--- config.mk ---
export PLATFORM = sky130hd
export DESIGN_NAME = ifu_fetch_ctrl
export DESIGN_NICKNAME = d
export VERILOG_FILES = /design/src/rtl/ifu_fetch_ctrl.sv
export SDC_FILE = /design/constraint.sdc
export NUM_CORES = 1
export LEC_CHECK = 0
export ABC_AREA = 1
export ABC_CLOCK_PERIOD_IN_PS = 3300
export BUFFER_PORTS_ARGS = -buffer_cell sky130_fd_sc_hd__buf_2
export CAP_MARGIN = 40
export CORE_ASPECT_RATIO = 2
export CORE_MARGIN = 2
export CORE_UTILIZATION = 50
export DETAILED_ROUTE_END_ITERATION = 8
export PLACE_DENSITY = 0.83
export RECOVER_POWER = 25
export SLEW_MARGIN = 15
export SYNTH_ARGS = -nofsm -noshare
export SYNTH_HDL_FRONTEND = slang
export SYNTH_SLANG_ARGS = --single-unit
--- constraint.sdc ---
create_clock -name clk -period 3.3 [get_ports clk]
set_clock_uncertainty 0.2 [all_clocks]
set_input_delay 0.165 -clock clk [delete_from_list [all_inputs] [get_ports clk]]
set_output_delay 0.165 -clock clk [all_outputs]
set_load 0.01 [all_outputs]
--- src/rtl/ifu_fetch_ctrl.sv ---
// IFU fetch sequencer: owns the fetch PC, keeps requests in flight,
// tags responses with their PC and drops stale ones after a redirect.
module ifu_fetch_ctrl #(
  parameter int              PC_W      = 32,
  parameter int              INSTR_W   = 32,
  parameter logic [PC_W-1:0] RST_PC    = PC_W'(32'h8000_0000),
  parameter int              MAX_OUTST = 4,
  parameter int              CNT_W     = 3
) (
  input  logic               clk,
  input  logic               rst,
  input  logic               fetch_en,
  input  logic               redirect_vld,
  input  logic [PC_W-1:0]    redirect_pc,
  output logic               req_vld,
  input  logic               req_rdy,
  output logic [PC_W-1:0]    req_pc,
  input  logic               rsp_vld_i,
  output logic               rsp_rdy_i,
  input  logic [INSTR_W-1:0] rsp_instr_i,
  output logic               rsp_vld_o,
  input  logic               rsp_rdy_o,
  output logic [PC_W-1:0]    rsp_pc_o,
  output logic [INSTR_W-1:0] rsp_instr_o,
  output logic [CNT_W-1:0]   outst_cnt,
  output logic               idle,
  output logic               proto_err
);

  localparam int AW = (MAX_OUTST > 1) ? $clog2(MAX_OUTST) : 1;

  typedef enum logic [1:0] {
    IDLE,
    FETCH,
    DRAIN
  } state_t;

  state_t            state;
  logic [PC_W-1:0]   fetch_pc;
  logic [CNT_W-1:0]  drop_cnt;
  logic [AW-1:0]     wr_ptr;
  logic [AW-1:0]     rd_ptr;
  logic [PC_W-1:0]   pc_fifo [MAX_OUTST];

  logic no_outst;
  logic dropping;
  logic req_hs;
  logic rsp_hs;

  assign no_outst = (outst_cnt == '0);
  assign dropping = (drop_cnt != '0);

  assign req_vld = (state == FETCH)
                 & (outst_cnt < CNT_W'(MAX_OUTST))
                 & ~redirect_vld;
  assign req_pc  = fetch_pc;
  assign req_hs  = req_vld & req_rdy;

  // A response with nothing in flight is swallowed, never popped.
  assign rsp_rdy_i   = no_outst | dropping | rsp_rdy_o;
  assign rsp_vld_o   = rsp_vld_i & ~no_outst & ~dropping;
  assign rsp_hs      = rsp_vld_i & rsp_rdy_i & ~no_outst;
  assign rsp_pc_o    = pc_fifo[rd_ptr];
  assign rsp_instr_o = rsp_instr_i;

  assign idle = (state == IDLE);

  always_ff @(posedge clk) begin
    if (!rst) begin
      state     <= IDLE;
      fetch_pc  <= RST_PC;
      outst_cnt <= '0;
      drop_cnt  <= '0;
      wr_ptr    <= '0;
      rd_ptr    <= '0;
      proto_err <= 1'b0;
      for (int i = 0; i < MAX_OUTST; i++) begin
        pc_fifo[i] <= '0;
      end
    end else begin
      unique case (state)
        IDLE: begin
          if (fetch_en) state <= FETCH;
        end
        FETCH: begin
          if (!fetch_en) state <= DRAIN;
        end
        DRAIN: begin
          if (fetch_en) state <= FETCH;
          else if (no_outst) state <= IDLE;
        end
        default: state <= IDLE;
      endcase

      if (redirect_vld) begin
        fetch_pc <= redirect_pc;
      end else if (req_hs) begin
        fetch_pc <= fetch_pc + PC_W'(4);
      end

      if (req_hs) begin
        pc_fifo[wr_ptr] <= fetch_pc;
        wr_ptr          <= wr_ptr + AW'(1);
      end
      if (rsp_hs) begin
        rd_ptr <= rd_ptr + AW'(1);
      end

      if (req_hs && !rsp_hs) begin
        outst_cnt <= outst_cnt + CNT_W'(1);
      end else if (!req_hs && rsp_hs) begin
        outst_cnt <= outst_cnt - CNT_W'(1);
      end

      // Everything still in flight after this cycle's response is stale.
      if (redirect_vld) begin
        drop_cnt <= outst_cnt - CNT_W'(rsp_hs);
      end else if (rsp_hs && dropping) begin
        drop_cnt <= drop_cnt - CNT_W'(1);
      end

      if (rsp_vld_i && no_outst) begin
        proto_err <= 1'b1;
      end
    end
  end

endmodule
==> results.md <==
* Ratio of cells with drive above 1 in the final layout at 12.3%
* Data required, critical path at 3270 ps
* Maxcap violations at 0
* Ys async rst share at 0%
* Setup bufs post-CTS at 0
* Gate power share at 17.3%
* EDFF count, synth at 128
* Cts bufs inserted at 17
* Gr ovfl total at 0
* # IOs at 175
* CP endpoint kind: flop
* Setup WS pre-CTS at 931 ps
* Port bufs at 110
* Mapped Nets at 1049
* Ant. Diodes at 0
* Total Wirelength at 24100 um
* Maximum vdd drop at 0.000415 V
* Setup TNS at 0 ps
* Worst-margin pin slew at 859 ps
* Fillers at 1397
* Synth cell types at 32
* Worst hold endpoint: req_pc[5]
* Synth area leaders: edfxtp_1, dfxtp_1, nor2_1
* Die area at 0.0182 sq mm
* Hold Crit Class: in -> reg
* Slew HR at 42.6%
* Top sig layer: met4
* Pwr dens at 558 mW/mm^2
* CTS tree: done
* Core area at 0.0168 sq mm
* Top cell type's share of synthesized area at 44.9%
* Reg2reg path depth at 7
* Final setup violation count at 0
* Switching portion of total power at 28.5%
* Final cell count without fillers at 1296
* Design area at 0.0100 sq mm
* Tot Pwr at 5.59 mW
* DP Wirelength at 15600 um
* Synthesis Warnings at 0
* Layout area overhead at 17.2%
* Yosys reg bits at 175
* Reg-to-reg slack, setup at 720 ps
* Ys flop type: edfxtp_1
* Startpoint types: input pin
* Crit Path Class: in -> reg
* WL met2 at 12500 um
* Routability cong. at 0.932
* Worst-Skew Late Latency at 440 ps
* Pint at 4.00 mW
* Worst Min Path Start: rst
* Vias in the first global route at 7630
* Status: finished, final reports clean
* CTS Buffer Depth at 2
* GRT Util Overall at 27.3%
* Cts repair resizes at 0
* Net Sw Power at 1.59 mW
* Fin crit share at 84.4%
* Worst R2R End: pc_fifo[2][5]
* Most frequent cells after synthesis: nor2_1, nand2_1, edfxtp_1
* Synth Cell Area at 0.00855 sq mm
* Reg power frac at 45.5%
* Routed length on met3 at 1750 um
* Router iterations before antenna repair at 5
* Clock Sinks at 175
* Final WS setup at 516 ps
* Drt first-iter violations at 775
* First-pass GRT wire length at 37600 um
* Period minus WS final at 2780 ps
* Worst EP arrival at 2750 ps
* Nets at 1154
* Clock share of power at 37.2%
* Vias per inst at 5.84
* RR Startpoint: state[0]
* Worst Hold Depth at 4
* Die extent in y at 189 um
* Post-synthesis cell count at 971
* Largest net degree at the start of global routing at 65
* Drt wl/cell at 18.6 um
* H-tree levels at 4
* Rows at 67
* RSZ-0062 raised after global routing: no
* Clock-pin slew of the registers on the worst-case setup and hold paths at 70 ps
* Avg Cell Area, Syn at 8.81 sq um
* Worst setup path startpoint: redirect_vld
* Routed metal-1 wirelength at 8120 um
* Final Hold Fails at 0
* Post-DP Area at 0.00905 sq mm
* Fmax at 359 MHz
* Root Buffer Master: clkbuf_16
* Post-route ant nets at 0
* Die Wd at 96.5 um
* Static Leak at 3.76 nW
* Via count at 7575
* Placed cell count at 1221
* Residual DRC at 0
* Initial antenna violation count at 0
* Crit path max fanout at 51
* Initial Utilization at 51.0%
* Seq/Total Area, Yosys at 55.9%
* Cell taking the most area after synthesis: edfxtp_1
* Count leader, synth: nor2_1
* Slew Limit Fails at 0
-- layer usage --
layer	GRT usage [%]	vias to the layer above
li1	-	3474
met1	28.8	3535
met2	47.3	430
met3	5.13	136
met4	18.9	0
met5	0	-
-- power by group through the flow --
stage / Clock (mW) / Combinational, mW / Sequential, mW
after floorplan: 0 / 0.602 / 2.59
after global placement: 0 / 0.909 / 2.58
after detailed placement: 0 / 0.928 / 2.59
after CTS: 2.08 / 0.974 / 2.54
after global routing: 2.18 / 1.07 / 2.55
final: 2.08 / 0.965 / 2.54
-- worst max-delay path by stage --
stage,to,slack [ps],depth (start not counted)
2_1_floorplan,pc_fifo[1][0],-360,4
3_3_place_gp,req_pc[19],1050,11
3_5_place_dp,pc_fifo[1][0],930,9
4_1_cts,rsp_pc_o[20],790,5
5_1_grt,req_pc[23],340,12
6_report,pc_fifo[2][5],520,10
-- placed cells by master, fill, tap and decap left out, drive strengths merged, types with 2 or more instances in the layout --
cell type | Yosys | final
nor2 | 187 | 187
nand2 | 149 | 149
edfxtp | 128 | 128
o21ai | 113 | 113
buf | 53 | 87
inv | 73 | 77
nor3 | 66 | 66
clkbuf | 32 | 58
dfxtp | 47 | 47
dlygate4sd3 | 0 | 43
nand3 | 33 | 33
o22ai | 32 | 32
a21oi | 23 | 23
xor2 | 10 | 10
clkinv | 1 | 8
a31oi | 6 | 6
nand4 | 6 | 6
ha | 6 | 6
bufinv | 0 | 3
o211ai | 2 | 2
-- cells by family after synthesis --
group                    count (synthesis)  synth area share (%)
flip-flops                             175                  55.9
buffers and inverters                  159                  9.03
AO/OA/AOI/OAI                          177                  11.0
AND/OR/NAND/NOR                        442                  21.8
XOR/XNOR                                11                  1.13
adder cells (fa/ha/maj)                  7                  1.11
-- per-stage QoR --
step	hold WS (ps)	utilization, %
floorplan	42.8	-
global placement	130	53.9
detailed placement	130	54.0
CTS	43.9	60.1
global route	43.8	59.8
finish	55.1	59.8
-- sequential cells by signal, summed over array words and instances (netlist names), named ones only --
| register | flops |
|---|---|
| state | 2 |
| drop_cnt | 3 |
| proto_err | 1 |
| req_pc | 32 |
| wr_ptr | 2 |
| pc_fifo | 128 |
| rd_ptr | 2 |
| outst_cnt | 3 |
-- what timing repair did --
item                                   4_1_cts  5_1_grt
endpoints found under the hold margin       40        0
setup endpoints to repair                    0        0
hold buffers                                43        0
-- worst max-delay path, cell delays in order --
cell and delay (ps):
dlygate4sd3_1 530, clkbuf_1 190, inv_4 110, nand3_1 140, nor2_4 40, nand2_1 300, nor2_4 150, inv_2 650
buf_12 320, nor3_1 100
-- layout make-up --
type	count	area [sq um]	area share [%]
Multi-Input combinational cell	637	2990	29.8
Tap cell	207	259	2.58
Clock buffer	17	425	4.25
Timing Repair Buffer	171	1100	10.9
Clock inverter	15	183	1.82
Inverter	74	280	2.80
Sequential cell	175	4790	47.8
No activity file was read; power rests on OpenSTA's default activity.
